### src/rtl/main_fsm_if.sv
// main_fsm_if: opcode in, datapath enables/selects and state trace out
interface main_fsm_if;
  logic [6:0] op;
  logic [1:0] alu_op;
  logic [1:0] alu_src_a;
  logic [1:0] alu_src_b;
  logic [1:0] result_src;
  logic       adr_src;
  logic       ir_write;
  logic       pc_update;
  logic       branch;
  logic       reg_write;
  logic       mem_write;
  logic       illegal_op;
  logic [3:0] state;
  modport slave (
    input  op,
    output alu_op, alu_src_a, alu_src_b, result_src, adr_src, ir_write,
           pc_update, branch, reg_write, mem_write, illegal_op, state
  );
  modport master (
    output op,
    input  alu_op, alu_src_a, alu_src_b, result_src, adr_src, ir_write,
           pc_update, branch, reg_write, mem_write, illegal_op, state
  );
endinterface

### src/rtl/main_fsm.sv
// main_fsm: Moore control sequencer for the multi-cycle RV32I core
module main_fsm (
  input  logic             clk,
  input  logic             reset,
  main_fsm_if.slave        bus
);
  localparam logic [6:0] OP_LW  = 7'b0000011;
  localparam logic [6:0] OP_SW  = 7'b0100011;
  localparam logic [6:0] OP_R   = 7'b0110011;
  localparam logic [6:0] OP_I   = 7'b0010011;
  localparam logic [6:0] OP_BEQ = 7'b1100011;
  localparam logic [6:0] OP_JAL = 7'b1101111;
  typedef enum logic [3:0] {
    FETCH    = 4'd0,
    DECODE   = 4'd1,
    MEMADR   = 4'd2,
    MEMREAD  = 4'd3,
    MEMWB    = 4'd4,
    MEMWRITE = 4'd5,
    EXECUTER = 4'd6,
    EXECUTEI = 4'd7,
    ALUWB    = 4'd8,
    BEQ      = 4'd9,
    JAL      = 4'd10
  } state_t;
  state_t state_q, state_d;
  always_ff @(posedge clk or posedge reset)
    if (reset) state_q <= FETCH;
    else       state_q <= state_d;
  always_comb begin
    state_d        = FETCH;
    bus.alu_op     = 2'b00;
    bus.alu_src_a  = 2'b00;
    bus.alu_src_b  = 2'b00;
    bus.result_src = 2'b00;
    bus.adr_src    = 1'b0;
    bus.ir_write   = 1'b0;
    bus.pc_update  = 1'b0;
    bus.branch     = 1'b0;
    bus.reg_write  = 1'b0;
    bus.mem_write  = 1'b0;
    bus.illegal_op = 1'b0;
    case (state_q)
      FETCH: begin
        bus.alu_src_b  = 2'b10;
        bus.result_src = 2'b10;
        bus.ir_write   = 1'b1;
        bus.pc_update  = 1'b1;
        state_d        = DECODE;
      end
      DECODE: begin
        bus.alu_src_a  = 2'b01;
        bus.alu_src_b  = 2'b01;
        state_d        = (bus.op == OP_LW || bus.op == OP_SW) ? MEMADR   :
                         (bus.op == OP_R)                     ? EXECUTER :
                         (bus.op == OP_I)                     ? EXECUTEI :
                         (bus.op == OP_BEQ)                   ? BEQ      :
                         (bus.op == OP_JAL)                   ? JAL      : FETCH;
        bus.illegal_op = (state_d == FETCH);
      end
      MEMADR: begin
        bus.alu_src_a  = 2'b10;
        bus.alu_src_b  = 2'b01;
        state_d        = (bus.op == OP_LW) ? MEMREAD  :
                         (bus.op == OP_SW) ? MEMWRITE : FETCH;
      end
      MEMREAD: begin
        bus.adr_src    = 1'b1;
        state_d        = MEMWB;
      end
      MEMWB: begin
        bus.result_src = 2'b01;
        bus.reg_write  = 1'b1;
      end
      MEMWRITE: begin
        bus.adr_src    = 1'b1;
        bus.mem_write  = 1'b1;
      end
      EXECUTER: begin
        bus.alu_src_a  = 2'b10;
        bus.alu_op     = 2'b10;
        state_d        = ALUWB;
      end
      EXECUTEI: begin
        bus.alu_src_a  = 2'b10;
        bus.alu_src_b  = 2'b01;
        bus.alu_op     = 2'b10;
        state_d        = ALUWB;
      end
      ALUWB: bus.reg_write = 1'b1;
      BEQ: begin
        bus.alu_src_a  = 2'b10;
        bus.alu_op     = 2'b01;
        bus.branch     = 1'b1;
      end
      JAL: begin
        bus.alu_src_a  = 2'b01;
        bus.alu_src_b  = 2'b10;
        bus.pc_update  = 1'b1;
        state_d        = ALUWB;
      end
      default: ;
    endcase
    // No side-effecting enable may leak out while reset is held
    if (reset) begin
      bus.ir_write   = 1'b0;
      bus.pc_update  = 1'b0;
      bus.branch     = 1'b0;
      bus.reg_write  = 1'b0;
      bus.mem_write  = 1'b0;
      bus.illegal_op = 1'b0;
    end
  end
  assign bus.state = state_q;
endmodule

### src/flat_wrapper.sv
// flat-port wrapper written by rule: the top's interface ports become plain ports
module main_fsm_flat 
  (clk, reset, bus_op, bus_alu_op, bus_alu_src_a, bus_alu_src_b, bus_result_src, bus_adr_src, bus_ir_write, bus_pc_update, bus_branch, bus_reg_write, bus_mem_write, bus_illegal_op, bus_state);
  main_fsm_if bus_i ();
  input  logic clk;
  input  logic reset;
  input wire logic [$bits(bus_i.op)-1:0] bus_op;
  output wire logic [$bits(bus_i.alu_op)-1:0] bus_alu_op;
  output wire logic [$bits(bus_i.alu_src_a)-1:0] bus_alu_src_a;
  output wire logic [$bits(bus_i.alu_src_b)-1:0] bus_alu_src_b;
  output wire logic [$bits(bus_i.result_src)-1:0] bus_result_src;
  output wire logic [$bits(bus_i.adr_src)-1:0] bus_adr_src;
  output wire logic [$bits(bus_i.ir_write)-1:0] bus_ir_write;
  output wire logic [$bits(bus_i.pc_update)-1:0] bus_pc_update;
  output wire logic [$bits(bus_i.branch)-1:0] bus_branch;
  output wire logic [$bits(bus_i.reg_write)-1:0] bus_reg_write;
  output wire logic [$bits(bus_i.mem_write)-1:0] bus_mem_write;
  output wire logic [$bits(bus_i.illegal_op)-1:0] bus_illegal_op;
  output wire logic [$bits(bus_i.state)-1:0] bus_state;
  assign bus_i.op = bus_op;
  assign bus_alu_op = bus_i.alu_op;
  assign bus_alu_src_a = bus_i.alu_src_a;
  assign bus_alu_src_b = bus_i.alu_src_b;
  assign bus_result_src = bus_i.result_src;
  assign bus_adr_src = bus_i.adr_src;
  assign bus_ir_write = bus_i.ir_write;
  assign bus_pc_update = bus_i.pc_update;
  assign bus_branch = bus_i.branch;
  assign bus_reg_write = bus_i.reg_write;
  assign bus_mem_write = bus_i.mem_write;
  assign bus_illegal_op = bus_i.illegal_op;
  assign bus_state = bus_i.state;
  main_fsm u_core (.clk(clk), .reset(reset), .bus(bus_i));
endmodule
### config.mk
export PLATFORM = sky130hd
export DESIGN_NAME = main_fsm_flat
export DESIGN_NICKNAME = d
export VERILOG_FILES = /design/src/rtl/main_fsm_if.sv /design/src/rtl/main_fsm.sv /design/src/flat_wrapper.sv
export SDC_FILE = /design/constraint.sdc
export NUM_CORES = 1
export LEC_CHECK = 0
export ABC_AREA = 1
export CORE_AREA = 4 4 41 43
export DETAILED_ROUTE_END_ITERATION = 7
export DIE_AREA = 0 0 45 47
export PLACE_DENSITY_LB_ADDON = 0.12
export SLEW_MARGIN = 20
export SYNTH_ARGS = -nofsm -noshare
export SYNTH_HDL_FRONTEND = slang
export SYNTH_SLANG_ARGS = --single-unit
### constraint.sdc
create_clock -name clk -period 3.19 [get_ports clk]
set_input_delay 0.638 -clock clk [delete_from_list [all_inputs] [get_ports clk]]
set_output_delay 0.638 -clock clk [all_outputs]
set_load 0.05 [all_outputs]
After elaboration in Yosys (flattened, before gate mapping)
Cells that the tools add are included.
{"block": "totals", "register_bits": 4, "in_bits": 9, "out_inout_bits": 19}
{"block": "classes", "eq_ne": 16, "mux": 25, "n_reduce_logical": 11}
{"cell": "$mux W4", "n": 6}
{"cell": "$pmux W4 S5", "n": 1}
{"cell": "$eq A4 B3 Y1 const B", "n": 4}
{"cell": "$pmux W2 S2", "n": 4}
{"cell": "$eq A7 B6 Y1 const B", "n": 2}
{"cell": "$eq A7 B7 Y1 const B", "n": 2}
{"cell": "$mux W1", "n": 13}
{"cell": "$eq A4 B4 Y1 const B", "n": 3}
{"cell": "$reduce_or A2 Y1", "n": 5}
{"cell": "$eq A4 B2 Y1 const B", "n": 2}
{"cell": "$logic_not A4 Y1", "n": 2}
{"cell": "$eq A7 B2 Y1 const B", "n": 1}
{"cell": "$eq A7 B5 Y1 const B", "n": 1}
{"cell": "$reduce_or A3 Y1", "n": 2}
{"cell": "$eq A4 B1 Y1 const B", "n": 1}
{"cell": "$reduce_or A4 Y1", "n": 1}
{"cell": "$mux W3", "n": 1}
{"cell": "$logic_or A1 B1 Y1", "n": 1}

Depth between registers and ports, before layout
{"block": "depth", "depth_word": 9, "ltp_mapped": 7}

Worst setup path after synthesis
OpenSTA, ideal clock, no wires.
{"block": "synth_timing", "path_type": "flip-flop to output port", "startpoint": "register u_core.state_q[2] (netlist: u_core.bus.state[2])", "endpoint": "output port bus_alu_src_a[1]", "t_arrival_ns": 2.088, "required_ns": 2.552, "slack_ns": 0.464, "stages_incl_launch_ff": 5, "n_path_buf": 0, "cell_sequence": "dfrtp_1 nand2_1 nor2_1 nor2_1 nand2_1"}
{"block": "synth_via", "elab_chain_cells": 3, "elab_cells_between_ends": 9, "cone_classes": "eq/ne: 6; mux: 1; reduce/logical: 2"}
{"item": "start: declaration", "line": "main_fsm.sv:26", "rtl": "state_t state_q, state_d;"}
{"item": "start signal: assignment", "line": "main_fsm.sv:29", "rtl": "else state_q <= state_d;"}
{"item": "$eq A4 B4 Y1 (tied with other cells)", "line": "main_fsm.sv:43", "rtl": "case (state_q)"}
{"item": "$reduce_or A4 Y1 (no line) / $reduce_or A2 Y1 (equally long branches)"}
{"item": "$pmux W2 S2 (*)", "line": "main_fsm.sv:43"}
{"item": "end: declaration", "line": "flat_wrapper.sv:9", "rtl": "output wire logic [$bits(bus_i.alu_src_a)-1:0] bus_alu_src_a;"}
Mark *: on every way between the ends. The rest lies on a longest branch, timed or not.

Final worst setup path
{"block": "layout_timing", "startpoint": "input port reset", "endpoint": "output port bus_branch"}
{"block": "layout_via", "elab_chain_cells": 1}
{"item": "start: declaration", "line": "flat_wrapper.sv:6", "rtl": "input logic reset;"}
{"item": "$mux W1", "line": "main_fsm.sv:105", "rtl": "if (reset) begin"}
{"item": "end: declaration", "line": "flat_wrapper.sv:15", "rtl": "output wire logic [$bits(bus_i.branch)-1:0] bus_branch;"}
No other way between the ends.

==> flow_summary.json <==
{
  "p_leak_uw": 0.0004112,
  "p_comb_share_pct": 74.1,
  "end_kind": "primary output",
  "dieArea_sq_mm": 0.002115,
  "hpwlAfterDp_microns": 1081,
  "cts_tree": "built",
  "drc": 0,
  "hold_viol": 0,
  "crit_type": "primary input to primary output",
  "cp.required_ps": 2550,
  "synth_fp_nets": 94,
  "setup_ws_ps": 356.3,
  "powerDensity_mw_per_mm2": 674.5,
  "cts_buffer_depth": 2,
  "fmax_mhz": 352.9,
  "synth_cell_types": 12,
  "n_antenna_cell": 0,
  "use_met3_pct": 0,
  "layout_common_cells": "28 x nand2_1, 24 x clkdlybuf4s50_1, 15 x inv_1",
  "portBuffers": 27,
  "cp_max_fo": 5,
  "finalSetupViolations": 0,
  "status": "complete, no violations",
  "first_global_vias": 554,
  "ir_drop_mv": 0.2369,
  "post-place-ws_ps": 360.4,
  "cts_max_level": 1,
  "final-seq-area_sq_um": 100.1,
  "max_slew_margin_pct": 66.00,
  "seq_area_frac_synth_pct": 22.16,
  "initial_core_util_pct": 34.71,
  "drive_gt1_share_pct": 12.17,
  "largest_reg_flops": 4,
  "vias_per_cell": 4.662,
  "synthToLayoutAreaGrowth_pct": 70.08,
  "grt_antenna_before_repair": 0,
  "power_uw": 518.2,
  "final_common_cell": "nand2_1",
  "grtUsageMet2_pct": 25.99,
  "layout_min_cycle_time_ps": 2834,
  "switching_share_pct": 57.11,
  "cts_setup_buffers": 0,
  "hp-class": "register to register",
  "slew_violations": 0,
  "switchingPower_uw": 295.9,
  "top_usage_layer": "met2",
  "multi_input_area_sq_um": 287.8,
  "fp.dieH_microns": 47,
  "nets": 126,
  "placed_cell_area_sq_um": 745.7,
  "grt_max_degree": 9,
  "cts_hold_buf": 0,
  "cp_data_arrival_time_ps": 2200,
  "cts.sinks": 4,
  "met1_usage_pct": 12.18,
  "gp_congestion": 0.7883,
  "rows": 13,
  "routed_wl_microns": 1267,
  "routedWlPerCell_microns": 9.746,
  "ios": 28,
  "rsz0062_at_grt": "no",
  "r2r_setup_slack_ps": 2060,
  "coreArea_sq_mm": 0.001301,
  "ctsResizeCount": 0,
  "cp-start-kind": "primary input",
  "finalCritPeriodShare_pct": 88.83,
  "grt_pass1_wl_microns": 1945,
  "die_width_microns": 45,
  "cts_buffers": 3,
  "clock-root-buffer": "clkbuf_4",
  "clk_pin_slew_worst_paths_ps": 40,
  "worst_slew_pin_slew_ps": 508.4,
  "grt_overflow_total": 0,
  "clock_power_share_pct": 11.6,
  "grtUsageTotal_pct": 12.21,
  "seqPwrFrac_pct": 14.3,
  "clock_skew_ps": 1.547,
  "drt-initial-drc-count": 13,
  "synth_warnings": 0,
  "clock_latency_ps": 230,
  "synth_seq_cells": 4,
  "fillCellCount": 136,
  "syn-cell-area_sq_um": 451.7,
  "fin_area_sq_um": 768.2,
  "final_antenna_net_count": 0,
  "finalSetupTns_ps": 0,
  "syn_inst": 85,
  "dr.pass1.iters": 4,
  "postSynthAreaPerCell_sq_um": 5.314,
  "vias": 606,
  "power.internal_uw": 222.3,
  "cap_violations": 0
}
==> path summary, 6_finish.rpt <==
path,startpoint,endpoint,cells past startpoint
worst max register to register,u_core.bus.state[3],u_core.bus.state[2],5
max in group asynchronous,reset,u_core.bus.state[1],2
worst min-delay path,u_core.bus.state[3],u_core.bus.state[3],2
worst min register to register,u_core.bus.state[3],u_core.bus.state[3],2
worst max-delay path,reset,bus_branch,3
min in group asynchronous,reset,u_core.bus.state[3],2
==> critical path, stage by stage <==
cell and delay [ps]:
clkdlybuf4s50_1 510, nor3_1 220, clkdlybuf4s50_1 820
==> Yosys cell counts <==
library cell,instances,area share [%]
inv_2,2,1.7
nand2_2,1,1.4
a21oi_1,2,2.2
nand2_1,28,23
nand3_1,14,16
inv_1,15,12
nor2_1,9,7.5
nor2_2,4,5.5
a31oi_1,1,1.4
nor3_1,4,4.4
nor2_4,1,2.5
dfrtp_1,4,22
==> layout make-up <==
type	count	area share (%)
repair buffers	27	35.83
clock buffers	3	2.932
flip-flops and latches	4	13.03
inverters	17	8.306
multi-input cells	64	37.46
well taps	15	2.443
==> cell families (layout without fill, tap and decap cells) <==
group           count (synthesis)  in the layout  share of synthesized area (%)
simple gates                   61             61                          60.11
buf+inv                        17             47                          14.13
flops                           4              4                          22.16
compound gates                  3              3                          3.602
==> power by group through the flow <==
stage,registers [uW],logic [uW],clock network (uW)
floorplan,98.2,229,0
global placement,74.1,383,0
detailed placement,74.5,386,0
CTS,73.9,386,62.8
global route,76.4,404,65.1
finish,74.1,384,60.1
==> per-layer routing <==
metal | vias to the layer above | part of all wire, %
met2 | 24 | 56
met4 | 0 | 0
met3 | 0 | 7.3
met5 | - | 0
li1 | 326 | -
met1 | 256 | 37
==> through the flow <==
step | std cells | util [%] | hold slack [ps]
after floorplan | 85 | - | 412.4
after global placement | 127 | 57.31 | 651.3
after detailed placement | 127 | 57.31 | 663.4
after CTS | 130 | 59.04 | 675.4
after global routing | 130 | 59.04 | 712.7
final | 130 | 59.04 | 668.2
(Power assumes the default switching activity.)
